## src/rtl/sram_rd_pipe.sv

```systemverilog
// Converts a stream of per-beat AXI read addresses into SRAM reads. A small
// FIFO holds the returned words so the R channel can apply backpressure.
module sram_rd_pipe #(
  parameter int ADDR_WIDTH = 32,
  parameter int DATA_WIDTH = 64,
  parameter int ID_WIDTH   = 4,
  parameter int SRAM_AW    = 12,
  parameter int DEPTH      = 3
) (
  input  logic                  aclk_i,
  input  logic                  areset_i,
  input  logic [ADDR_WIDTH-1:0] addr_i,
  input  logic                  addr_last_i,
  input  logic                  addr_valid_i,
  output logic                  addr_ready_o,
  input  logic [ID_WIDTH-1:0]   id_i,
  output logic                  sram_en_o,
  output logic [SRAM_AW-1:0]    sram_addr_o,
  input  logic [DATA_WIDTH-1:0] sram_rdata_i,
  output logic [ID_WIDTH-1:0]   rid_o,
  output logic [DATA_WIDTH-1:0] rdata_o,
  output logic [1:0]            rresp_o,
  output logic                  rlast_o,
  output logic                  rvalid_o,
  input  logic                  rready_i
);

  localparam int OFT = $clog2(DATA_WIDTH / 8);
  localparam int TOP = OFT + SRAM_AW;
  localparam int PW  = $clog2(DEPTH);
  localparam int CW  = $clog2(DEPTH + 1);

  localparam logic [1:0] RESP_OKAY   = 2'b00;
  localparam logic [1:0] RESP_SLVERR = 2'b10;

  typedef struct packed {
    logic [ID_WIDTH-1:0]   id;
    logic                  last;
    logic [DATA_WIDTH-1:0] data;
    logic [1:0]            resp;
  } entry_t;

  entry_t          mem_q [DEPTH];
  entry_t          mem_d [DEPTH];
  logic [PW-1:0]   wr_ptr_q, wr_ptr_d;
  logic [PW-1:0]   rd_ptr_q, rd_ptr_d;
  logic [CW-1:0]   count_q, count_d;
  logic            inflight_q, inflight_d;
  logic [ID_WIDTH-1:0] if_id_q, if_id_d;
  logic            if_last_q, if_last_d;
  logic            if_inr_q, if_inr_d;

  logic            in_range;
  logic            handshake;
  logic            push;
  logic            pop;
  logic [CW:0]     occupancy;
  entry_t          push_entry;
  entry_t          head;
  logic            unused_addr_lo;

  // Byte-lane bits select nothing: narrow beats get the whole word.
  assign unused_addr_lo = ^addr_i[OFT-1:0];

  generate
    if (ADDR_WIDTH > TOP) begin : g_range_chk
      assign in_range = ~|addr_i[ADDR_WIDTH-1:TOP];
    end else begin : g_range_all
      assign in_range = 1'b1;
    end
  endgenerate

  function automatic logic [PW-1:0] ptr_inc(input logic [PW-1:0] p);
    return (p == PW'(DEPTH - 1)) ? '0 : p + 1'b1;
  endfunction

  // Ready counts the in-flight read so a returning word always has a slot.
  assign occupancy    = {1'b0, count_q} + (CW + 1)'(inflight_q);
  assign addr_ready_o = occupancy < (CW + 1)'(DEPTH);
  assign handshake    = addr_valid_i & addr_ready_o;
  assign sram_en_o    = handshake & in_range;
  assign sram_addr_o  = addr_i[TOP-1:OFT];

  assign push     = inflight_q;
  assign rvalid_o = (count_q != '0);
  assign pop      = rvalid_o & rready_i;
  assign head     = mem_q[rd_ptr_q];

  assign rid_o   = rvalid_o ? head.id   : '0;
  assign rdata_o = rvalid_o ? head.data : '0;
  assign rresp_o = rvalid_o ? head.resp : '0;
  assign rlast_o = rvalid_o ? head.last : 1'b0;

  // NOTE: every variable gets a default at the top of the block, so no path
  // through it can leave a value unassigned and infer a latch.
  always_comb begin
    push_entry.id   = if_id_q;
    push_entry.last = if_last_q;
    push_entry.data = if_inr_q ? sram_rdata_i : '0;
    push_entry.resp = if_inr_q ? RESP_OKAY : RESP_SLVERR;

    mem_d = mem_q;
    if (push) begin
      mem_d[wr_ptr_q] = push_entry;
    end

    inflight_d = handshake;
    if_id_d    = handshake ? id_i        : if_id_q;
    if_last_d  = handshake ? addr_last_i : if_last_q;
    if_inr_d   = handshake ? in_range    : if_inr_q;

    wr_ptr_d = push ? ptr_inc(wr_ptr_q) : wr_ptr_q;
    rd_ptr_d = pop  ? ptr_inc(rd_ptr_q) : rd_ptr_q;
    count_d  = count_q + CW'(push) - CW'(pop);
  end

  // NOTE: sequential state uses non-blocking assignments so every flop samples
  // the pre-edge value of its inputs regardless of statement order.
  always_ff @(posedge aclk_i) begin
    if (areset_i) begin
      count_q    <= '0;
      inflight_q <= 1'b0;
      wr_ptr_q   <= '0;
      rd_ptr_q   <= '0;
      if_id_q    <= '0;
      if_last_q  <= 1'b0;
      if_inr_q   <= 1'b0;
    end else begin
      count_q    <= count_d;
      inflight_q <= inflight_d;
      wr_ptr_q   <= wr_ptr_d;
      rd_ptr_q   <= rd_ptr_d;
      if_id_q    <= if_id_d;
      if_last_q  <= if_last_d;
      if_inr_q   <= if_inr_d;
    end
  end

  // NOTE: the buffer storage is deliberately not reset; count_q gates every
  // read of it and the R outputs are forced to zero while it is empty.
  always_ff @(posedge aclk_i) begin
    mem_q <= mem_d;
  end

endmodule

```

## config.mk

```make
export PLATFORM = sky130hd
export DESIGN_NAME = sram_rd_pipe
export DESIGN_NICKNAME = d
export VERILOG_FILES = /design/src/rtl/sram_rd_pipe.sv
export SDC_FILE = /design/constraint.sdc
export NUM_CORES = 1
export LEC_CHECK = 0
export CAP_MARGIN = 20
export CORE_AREA = 2 2 145 147
export CTS_BUF_LIST = sky130_fd_sc_hd__clkbuf_16
export DETAILED_ROUTE_END_ITERATION = 16
export DIE_AREA = 0 0 147 149
export PLACE_DENSITY = 0.83
export SKIP_CTS_REPAIR_TIMING = 1
export SLEW_MARGIN = 30
export SYNTH_ARGS = -nofsm -noshare
export SYNTH_HDL_FRONTEND = slang
export SYNTH_SLANG_ARGS = --single-unit
```

## constraint.sdc

```tcl
create_clock -name aclk_i -period 5.7 [get_ports aclk_i]
set_input_delay 1.14 -clock aclk_i [delete_from_list [all_inputs] [get_ports aclk_i]]
set_output_delay 1.14 -clock aclk_i [all_outputs]
set_load 0.01 [all_outputs]
```

==> qor.yml, run 1 <==
synthesis:
  syn_area_um2: 9430
  mappedNetlistNets: 794
  ys_warn_count: 0
  synth_cell_types: 33
  syn_avg_cell_area_um2: 13.8
  yosysSeqAreaShare: 0.696
  syn_inst: 685
  ys_ff_latch: 223
grt:
  use_met3: 0.0272
  grt_pass1_wl_um: 29800
  grt_pass1_vias: 5862
  top_usage_layer: "met2"
  antenna_found_initial: 0
  grtUsageMet2: 0.323
  overflow: 0
  grt_use_met1: 0.205
  grt_usage: 0.172
  grt_max_degree: 74
timing:
  fmax_mhz: 231
  fin_crit_sh: 0.761
  fin_ws_ns: 1.36
  final.min_clock_period_ns: 4.34
  setup_tns_ns: 0
  skew_ns: 0.00841
  drv_slew: 0
  worstMarginPinSlew_ns: 0.872
  hold_violations: 0
  hold_slack_ns: 0.477
  relSlewSlack: 0.418
  rsz0062_at_grt: "no"
  finalSetupViolations: 0
setup_path:
  critical_path_class: "flop to primary output"
  cp-end-kind: "primary output"
  startpoint_type: "flop"
  r2r_slack_ns: 3.29
  required_ns: 4.56
  worstPathMaxFanout: 39
  cp.arrival_ns: 3.20
die:
  rows: 53
  num_io_pins: 191
  floorplan.initialDensity: 0.459
  die_w_um: 147
  die-area_um2: 21900
  core_area_um2: 20600
  die_h_um: 149
clock_tree:
  cts.path.max_buffers: 3
  cts.sinks: 223
  cts_buffers: 23
  cts_tree: "built"
  clk_pin_slew_ns: 0.06
  cts_root_buf: "clkbuf_16"
  insertion_delay_ns: 0.50
  htree_levels: 1
detailed_routing:
  drt_wl_total_um: 19100
  drtIter0Drc: 213
  drtPass1Iterations: 5
  vias: 5713
  antenna_left: 0
  via_per_inst: 5.10
  drc_errors: 0
  wl_per_cell_um: 17.1
pwr:
  vdd_drop_max_mv: 0.201
  leakagePower_nw: 4.07
  powerDensity_nw_per_um2: 374
placed_design:
  gp_congestion: 0.742
  post-place-ws_ns: 1.77
  placed_area_um2: 11200
  port_buffers: 162
  dp_hpwl_um: 10900
outcome:
  outcome: "complete, no violations"
worst_hold_path:
  hold_class: "flop to flop"
finish:
  final_cell_mix: "edfxtp_1 (210), clkdlybuf4s50_1 (162), nand2_1 (77), a21oi_1 (76), mux2i_1 (70)"
  fin_nets: 937
  area_growth_pct: 25.3
  post-route-util: 0.575
  n_fill_cell: 1637
  final_common_cell: "edfxtp_1"
  num_antenna_cells: 0
  final_area_um2: 11800
  layout-drive-gt1-share: 0.0568
job:
  cap_violations: 0
layer usage:
layer | routed length (µm) | share of wire
met1 | 7930 | 0.42
met2 | 10000 | 0.52
met3 | 786 | 0.041
met4 | 363 | 0.019
met5 | 0 | 0
cells in the mapped netlist:
cell type	number	area (µm²)
a21o_1	1	7.51
a21oi_1	76	380
a21oi_2	1	8.76
and2_1	65	407
and2b_1	1	7.51
buf_12	1	20.0
buf_2	6	30.0
buf_4	13	97.6
buf_6	1	11.3
buf_8	6	90.1
clkbuf_1	26	97.6
clkinv_1	1	3.75
conb_1	1	3.75
dfxtp_1	13	260
edfxtp_1	210	6310
ha_1	4	50.1
inv_1	8	30.0
mux2i_1	70	701
nand2_1	77	289
nand3_1	6	30.0
nor2_1	5	18.8
nor2b_1	3	18.8
nor3_1	2	10.0
nor4_1	4	25.0
o211ai_1	1	7.51
o21a_1	2	15.0
o21ai_0	6	30.0
o41ai_1	1	8.76
or2_0	67	419
or2_2	3	18.8
or3_1	2	12.5
or3b_1	1	8.76
xor2_1	1	8.76
stage by stage:
stage               total power (W)  std cells
floorplan                   0.00260        685
global placement            0.00316       1078
detailed placement          0.00317       1078
CTS                         0.00448       1120
global route                0.00464       1120
finish                      0.00442       1120
state kept, by name (all words and copies together), names as in the netlist:
name / count
rd_ptr_q: 2
wr_ptr_q: 2
if_last_q: 1
if_inr_q: 1
inflight_q: 1
mem_q: 210
count_q: 2
if_id_q: 4
worst max-delay path: stages, from the launching register on:
cell and delay (ns):
dfxtp_4 0.80, buf_4 0.67, mux2i_1 0.14, or2_0 0.27, a21oi_1 0.18, clkdlybuf4s50_1 0.61
report_power, final:
group	switching (W)	leakage (nW)	internal [W]
Combinational	0.000580	1.45	0.000604
Clock	0.000575	0.365	0.000731
Sequential	0.0000729	2.26	0.00186
Total	0.00123	4.07	0.00320
final cells by class:
cell class / count / area (µm²) / share of cell area
Sequential cell: 223 / 6570 / 0.556
Timing Repair Buffer: 171 / 1690 / 0.143
Multi-Input combinational cell: 400 / 2520 / 0.213
Inverter: 9 / 33.8 / 0.00286
Tap cell: 275 / 344 / 0.0291
Clock buffer: 23 / 576 / 0.0487
Clock inverter: 19 / 86.3 / 0.00730
final timing paths:
check / end / startpoint / cells after the start
max: rdata_o[50] / rd_ptr_q[0] / 5
min: mem_q[66] / if_last_q / 0
max reg2reg: mem_q[181] / inflight_q / 3
min reg2reg: mem_q[66] / if_last_q / 0
cell families (layout without fill, tap and decap cells):
kind of cell / after synthesis / in the layout / synth area share
fa+ha+maj: 4 / 4 / 0.00531
mux: 70 / 70 / 0.0743
buf+inv: 62 / 222 / 0.0403
flops: 223 / 223 / 0.696
xor+xnor: 1 / 1 / 0.000929
compound gates: 88 / 88 / 0.0485
simple gates: 236 / 236 / 0.134
other cells: 1 / 1 / 0.000398
No activity file was read; power rests on OpenSTA's default activity.
==> run 2: changes to the inputs <==
==> constraint.sdc (replaced) <==
create_clock -name aclk_i -period 3.8 [get_ports aclk_i]
set_input_delay 0.76 -clock aclk_i [delete_from_list [all_inputs] [get_ports aclk_i]]
set_output_delay 0.76 -clock aclk_i [all_outputs]
set_load 0.01 [all_outputs]
==> run 2 against run 1 <==
Cell count increased by 0.27%. First-iteration DRC count is 9.4% lower. Count of clock-buffer cells in the layout stayed put. Combinational power up 57%. Global-route usage grew 0.45 points. Die area is the same. Power up 51%. Largest cell class unchanged. Largest power group unchanged. Critical path depth stayed put. Sequential share of layout area fell by 0.33 points. Wire length rose by 3.4%. Clock skew about the same.
==> qor.yml, run 2 (synthesis results as in run 1) <==
finish:
  fin_nets: 940  # +0.32%
  post-route-util: 0.579  # +0.00341
  regArea_um2: 6570  # unchanged
  largest_register_ffs: 210  # unchanged
  top_register: "mem_q"
  num_antenna_cells: 0  # unchanged
  multiInputGateArea_um2: 2520  # unchanged
  final_cell_mix: "edfxtp_1 (210), clkdlybuf4s50_1 (162), nand2_1 (77), a21oi_1 (76), mux2i_1 (70)"
  layout-drive-gt1-share: 0.0613  # +0.00452
  area_growth_pct: 26.1
  top_regs: "mem_q: 210 flops, if_id_q: 4 flops"
  final_common_cell: "edfxtp_1"
  n_fill_cell: 1653  # +0.98%
setup_path:
  crit_slowest_cell: "dfxtp_4"
  crit_path_cell_trace: "buf_4, mux2i_1, or2_0, a21oi_1, clkdlybuf4s50_1"
  cpPeakStageDelay_ns: 0.65  # -0.15 ns
  cp-end-kind: "primary output"
  startpoint_type: "flop"
  worstPathMaxFanout: 28  # -28%
  critical_path_class: "flop to primary output"
  required_ns: 3.04  # -1.52 ns
  cp.arrival_ns: 2.68  # -0.52 ns
  crit_family: "buffers and inverters"
  critical_path_buf_inv_count: 2  # unchanged
detailed_routing:
  drtPass1Iterations: 4  # -1
  drt_wl_total_um: 19800  # +3.4%
  drc_errors: 0  # unchanged
  antenna_left: 0  # unchanged
  wl_per_cell_um: 17.6  # +3.1%
  vias: 5705  # -0.14%
  via_per_inst: 5.08  # -0.41%
  drtIter0Drc: 193  # -9.4%
timing:
  hold_slack_ns: 0.465  # -0.0116 ns
  hold_violations: 0  # unchanged
  drv_slew: 0  # unchanged
  relSlewSlack: 0.431  # +0.0135
  worstMarginPinSlew_ns: 0.851  # -0.0201 ns
  setup_tns_ns: 0  # unchanged
  rsz0062_at_grt: "no"
  skew_ns: 0.00810  # -0.000305 ns
  finalSetupViolations: 0  # unchanged
  final.min_clock_period_ns: 3.44
  fmax_mhz: 291
  fin_ws_ns: 0.365  # -0.997 ns
  fin_crit_sh: 0.904
placed_design:
  gp_congestion: 0.706  # -4.8%
  dp_hpwl_um: 11500  # +5.6%
  post-place-ws_ns: 0.576  # -1.19 ns
  port_buffers: 162  # unchanged
grt:
  antenna_found_initial: 0  # unchanged
  grt_max_degree: 72  # -2.7%
  grt_pass1_vias: 5863  # +0.017%
  overflow: 0  # unchanged
  grt_pass1_wl_um: 30500  # +2.4%
  grt_usage: 0.176  # +0.00447
clock_tree:
  cts.path.max_buffers: 3  # unchanged
  cts_root_buf: "clkbuf_16"
  cts_buffers: 23  # unchanged
  cts_tree: "built"
  insertion_delay_ns: 0.50  # about the same
  htree_levels: 1  # unchanged
  clk_pin_slew_ns: 0.06  # about the same
  cts.sinks: 223  # unchanged
pwr:
  leakagePower_nw: 4.09  # +0.50%
  vdd_drop_max_mv: 0.442  # +120%
  powerDensity_nw_per_um2: 562  # +50%
  power.total_w: 0.00669  # +51%
outcome:
  outcome: "complete, no violations"
die:
  floorplan.initialDensity: 0.459  # unchanged
  rows: 53  # unchanged
  core_area_um2: 20600  # unchanged
  die_w_um: 147  # unchanged
  die_h_um: 149  # unchanged
  num_io_pins: 191  # unchanged
  die-area_um2: 21900  # unchanged
job:
  cap_violations: 0  # unchanged
worst_hold_path:
  hold_class: "flop to flop"
[run 2: final timing paths]
path / from / to / slack [ns] / cells past startpoint
min reg2reg: if_id_q[1] / mem_q[139] / 0.47 / 0
max: rd_ptr_q[0] / rdata_o[27] / 0.36 / 5
min: if_id_q[1] / mem_q[139] / 0.47 / 0
max reg2reg: wr_ptr_q[1] / mem_q[59] / 1.80 / 3
[run 2: area by class of cell]
cell class / instances / area share
well taps: 275 / 0.0289
inverters: 9 / 0.00284
repair buffers: 174 / 0.148
multi-input cells: 400 / 0.212
clock buffers: 23 / 0.0484
clock inverters: 19 / 0.00705
flip-flops and latches: 223 / 0.553
[run 2: through the flow]
stage / instance area (µm²) / cells
2_1_floorplan: 9440 / 685
3_3_place_gp: 11200 / 1081
3_5_place_dp: 11200 / 1081
4_1_cts: 11900 / 1123
5_1_grt: 11900 / 1123
6_report: 11900 / 1123
[run 2: power by group]
part,total [W],switching [W],internal (W),leakage (nW)
clock network,0.00196,0.000860,0.00110,0.356
registers,0.00289,0.0000947,0.00279,2.26
logic,0.00185,0.000907,0.000939,1.48
[run 2: layer usage]
layer | global-route usage | part of all wire | up-vias
li1 | - | - | 2722
met1 | 0.220 | 0.42 | 2783
met2 | 0.315 | 0.52 | 162
met3 | 0.0242 | 0.041 | 38
met4 | 0.0644 | 0.028 | 0
met5 | 0 | 0 | -
==> run 3: changes to the inputs <==
--- a/config.mk
+++ b/config.mk
@@ -6,11 +6,12 @@
 export NUM_CORES = 1
 export LEC_CHECK = 0
 export CAP_MARGIN = 20
-export CORE_AREA = 2 2 145 147
+export CORE_AREA = 2 2 132 134
 export CTS_BUF_LIST = sky130_fd_sc_hd__clkbuf_16
 export DETAILED_ROUTE_END_ITERATION = 16
-export DIE_AREA = 0 0 147 149
-export PLACE_DENSITY = 0.83
+export DIE_AREA = 0 0 134 136
+export DONT_BUFFER_PORTS = 1
+export PLACE_DENSITY = 0.81
 export SKIP_CTS_REPAIR_TIMING = 1
 export SLEW_MARGIN = 30
 export SYNTH_ARGS = -nofsm -noshare
==> run 3 against run 2 <==
Worst hold slack lost 0.15 ns. Sequential cell count is the same. Wire length shrank 6.3%. Clock power grew 4%. Utilization grew 2.7 points. First-iteration DRC count grew 30%. Critical path depth shrank 1. Cell count shrank 19%. Worst setup slack gained 0.10 ns.
==> qor.yml, run 3 (synthesis results as in run 1) <==
timing:
  worstMarginPinSlew_ns: 0.834  # -0.0173 ns
  fmax_mhz: 300  # +3.0%
  hold_violations: 0  # unchanged
  hold_slack_ns: 0.311  # -0.154 ns
  final.min_clock_period_ns: 3.34  # -0.100 ns
  rsz0062_at_grt: "no"
  skew_ns: 0.0116  # +0.00349 ns
  setup_tns_ns: 0  # unchanged
  drv_slew: 0  # unchanged
  relSlewSlack: 0.443  # +0.0116
  fin_crit_sh: 0.878  # -0.0263
  finalSetupViolations: 0  # unchanged
detailed_routing:
  drtPass1Iterations: 4  # unchanged
  wl_per_cell_um: 20.3  # +16%
  drtIter0Drc: 251  # +30%
  antenna_left: 0  # unchanged
  via_per_inst: 5.74  # +13%
  drc_errors: 0  # unchanged
  drt_wl_total_um: 18500  # -6.3%
  vias: 5223  # -8.4%
placed_design:
  placed_area_um2: 9520  # -15%
  dp_hpwl_um: 10900  # -5.1%
  port_buffers: 0  # -100%
  gp_congestion: 0.766  # +8.5%
  dpl.cell_count: 867  # -20%
finish:
  top_register: "mem_q"
  final_common_cell: "edfxtp_1"
  n_fill_cell: 1257  # -24%
  largest_register_ffs: 210  # unchanged
  fin_nets: 776  # -17%
  regArea_um2: 6580  # about the same
  multiInputGateArea_um2: 2520  # unchanged
  post-route-util: 0.605  # +0.0268
  top_regs: "mem_q: 210 flops, if_id_q: 4 flops"
  layout-drive-gt1-share: 0.0731  # +0.0118
  fin_cells: 910  # -19%
  final_cell_mix: "edfxtp_1 (210), nand2_1 (77), a21oi_1 (76), mux2i_1 (70), or2_0 (67)"
  final_area_um2: 10200  # -14%
  area_growth_pct: 8.30
worst_hold_path:
  whs_path_depth: 1  # +1
  hold_class: "input port to flop"
pwr:
  intPower_w: 0.00432  # -10%
  leakagePower_nw: 3.47  # -15%
  vdd_drop_max_mv: 0.472  # +6.9%
  powerDensity_nw_per_um2: 596  # +6.0%
  seq_power_share: 0.472  # +0.041
  combPwrFrac: 0.195  # -0.081
  p_sw_frac: 0.291  # +0.0122
  power_frac_clock: 0.333  # +0.041
  p_sw_w: 0.00177  # -5.0%
setup_path:
  critical_path_class: "flop to primary output"
  required_ns: 3.04  # about the same
  cp.arrival_ns: 2.58  # -0.10 ns
  cp-end-kind: "primary output"
  crit_end: "rdata_o[58]"
  startpoint_type: "flop"
  startpoint: "rd_ptr_q[1]"
  cpPeakStageDelay_ns: 0.69  # +0.04 ns
  worst-r2r-cell-count: 3  # unchanged
  worst_r2r_endpoint: "mem_q[97]"
  r2r_start: "wr_ptr_q[0]"
  worstPathMaxFanout: 50  # +79%
  crit_slowest_cell: "dfxtp_2"
  r2r_slack_ns: 1.83  # +0.03 ns
  crit_path_cell_trace: "and2b_2, buf_12, nand2_1, a21oi_1"
grt:
  grt_usage: 0.199  # +0.0228
  grt_pass1_vias: 5320  # -9.3%
  grt_max_degree: 72  # unchanged
  antenna_found_initial: 1  # +1
  grt_pass1_wl_um: 28100  # -8.0%
  overflow: 0  # unchanged
clock_tree:
  htree_levels: 1  # unchanged
  cts.path.max_buffers: 3  # unchanged
  cts_root_buf: "clkbuf_16"
  insertion_delay_ns: 0.50  # about the same
  cts_tree: "built"
  clk_pin_slew_ns: 0.05  # about the same
  cts_buffers: 23  # unchanged
  cts.sinks: 223  # unchanged
die:
  die-area_um2: 18200  # -17%
  num_io_pins: 191  # unchanged
  floorplan.initialDensity: 0.559  # +0.100
  die_w_um: 134  # -8.8%
  core_area_um2: 16900  # -18%
  rows: 48  # -9.4%
  die_h_um: 136  # -8.7%
job:
  cap_violations: 0  # unchanged
outcome:
  outcome: "complete, no violations"
==> run 3: worst max-delay path, delay by kind of cell (launching register included) <==
kind                   cells  cell delay [ns]
AO/OA/AOI/OAI              1             0.32
buffers and inverters      1             0.33
flip-flops                 1             0.69
AND/OR/NAND/NOR            2             0.69
==> run 3: final cells by class <==
type	count	share of cell area
well taps	225	0.0276
repair buffers	10	0.0114
flip-flops and latches	223	0.644
multi-input cells	400	0.247
inverters	9	0.00331
clock buffers	23	0.0563
diodes	1	0.000245
clock inverters	19	0.0108
==> run 3: power by group through the flow <==
| stage | clock, W | sequential [W] | combinational [W] |
|---|---|---|---|
| after floorplan | 0 | 0.00288 | 0.00102 |
| after global placement | 0 | 0.00292 | 0.00116 |
| after detailed placement | 0 | 0.00293 | 0.00120 |
| after CTS | 0.00207 | 0.00287 | 0.00121 |
| after global routing | 0.00216 | 0.00288 | 0.00130 |
| final | 0.00203 | 0.00287 | 0.00119 |
==> run 3: worst min-delay path by stage <==
| stage | startpoint | end | slack (ns) |
|---|---|---|---|
| 2_1_floorplan | if_last_q | mem_q[137] | 0.44 |
| 3_3_place_gp | if_last_q | mem_q[137] | 0.45 |
| 3_5_place_dp | if_id_q[3] | mem_q[212] | 0.47 |
| 4_1_cts | areset_i | rd_ptr_q[1] | 0.29 |
| 5_1_grt | areset_i | rd_ptr_q[1] | 0.29 |
| 6_report | areset_i | rd_ptr_q[1] | 0.31 |
==> run 3: per-layer routing <==
layer | wire [µm] | vias to the layer above | track usage
li1 | - | 2393 | -
met1 | 7330 | 2614 | 0.241
met2 | 9530 | 175 | 0.354
met3 | 1180 | 41 | 0.0429
met4 | 475 | 0 | 0.0691
met5 | 0 | - | 0
==> run 3: metrics by stage <==
step / total power, W / setup slack, ns
finish: 0.00609 / 0.465
global placement: 0.00408 / 1.01
floorplan: 0.00390 / 0.104
detailed placement: 0.00413 / 0.982
global route: 0.00634 / 0.300
CTS: 0.00615 / 0.437
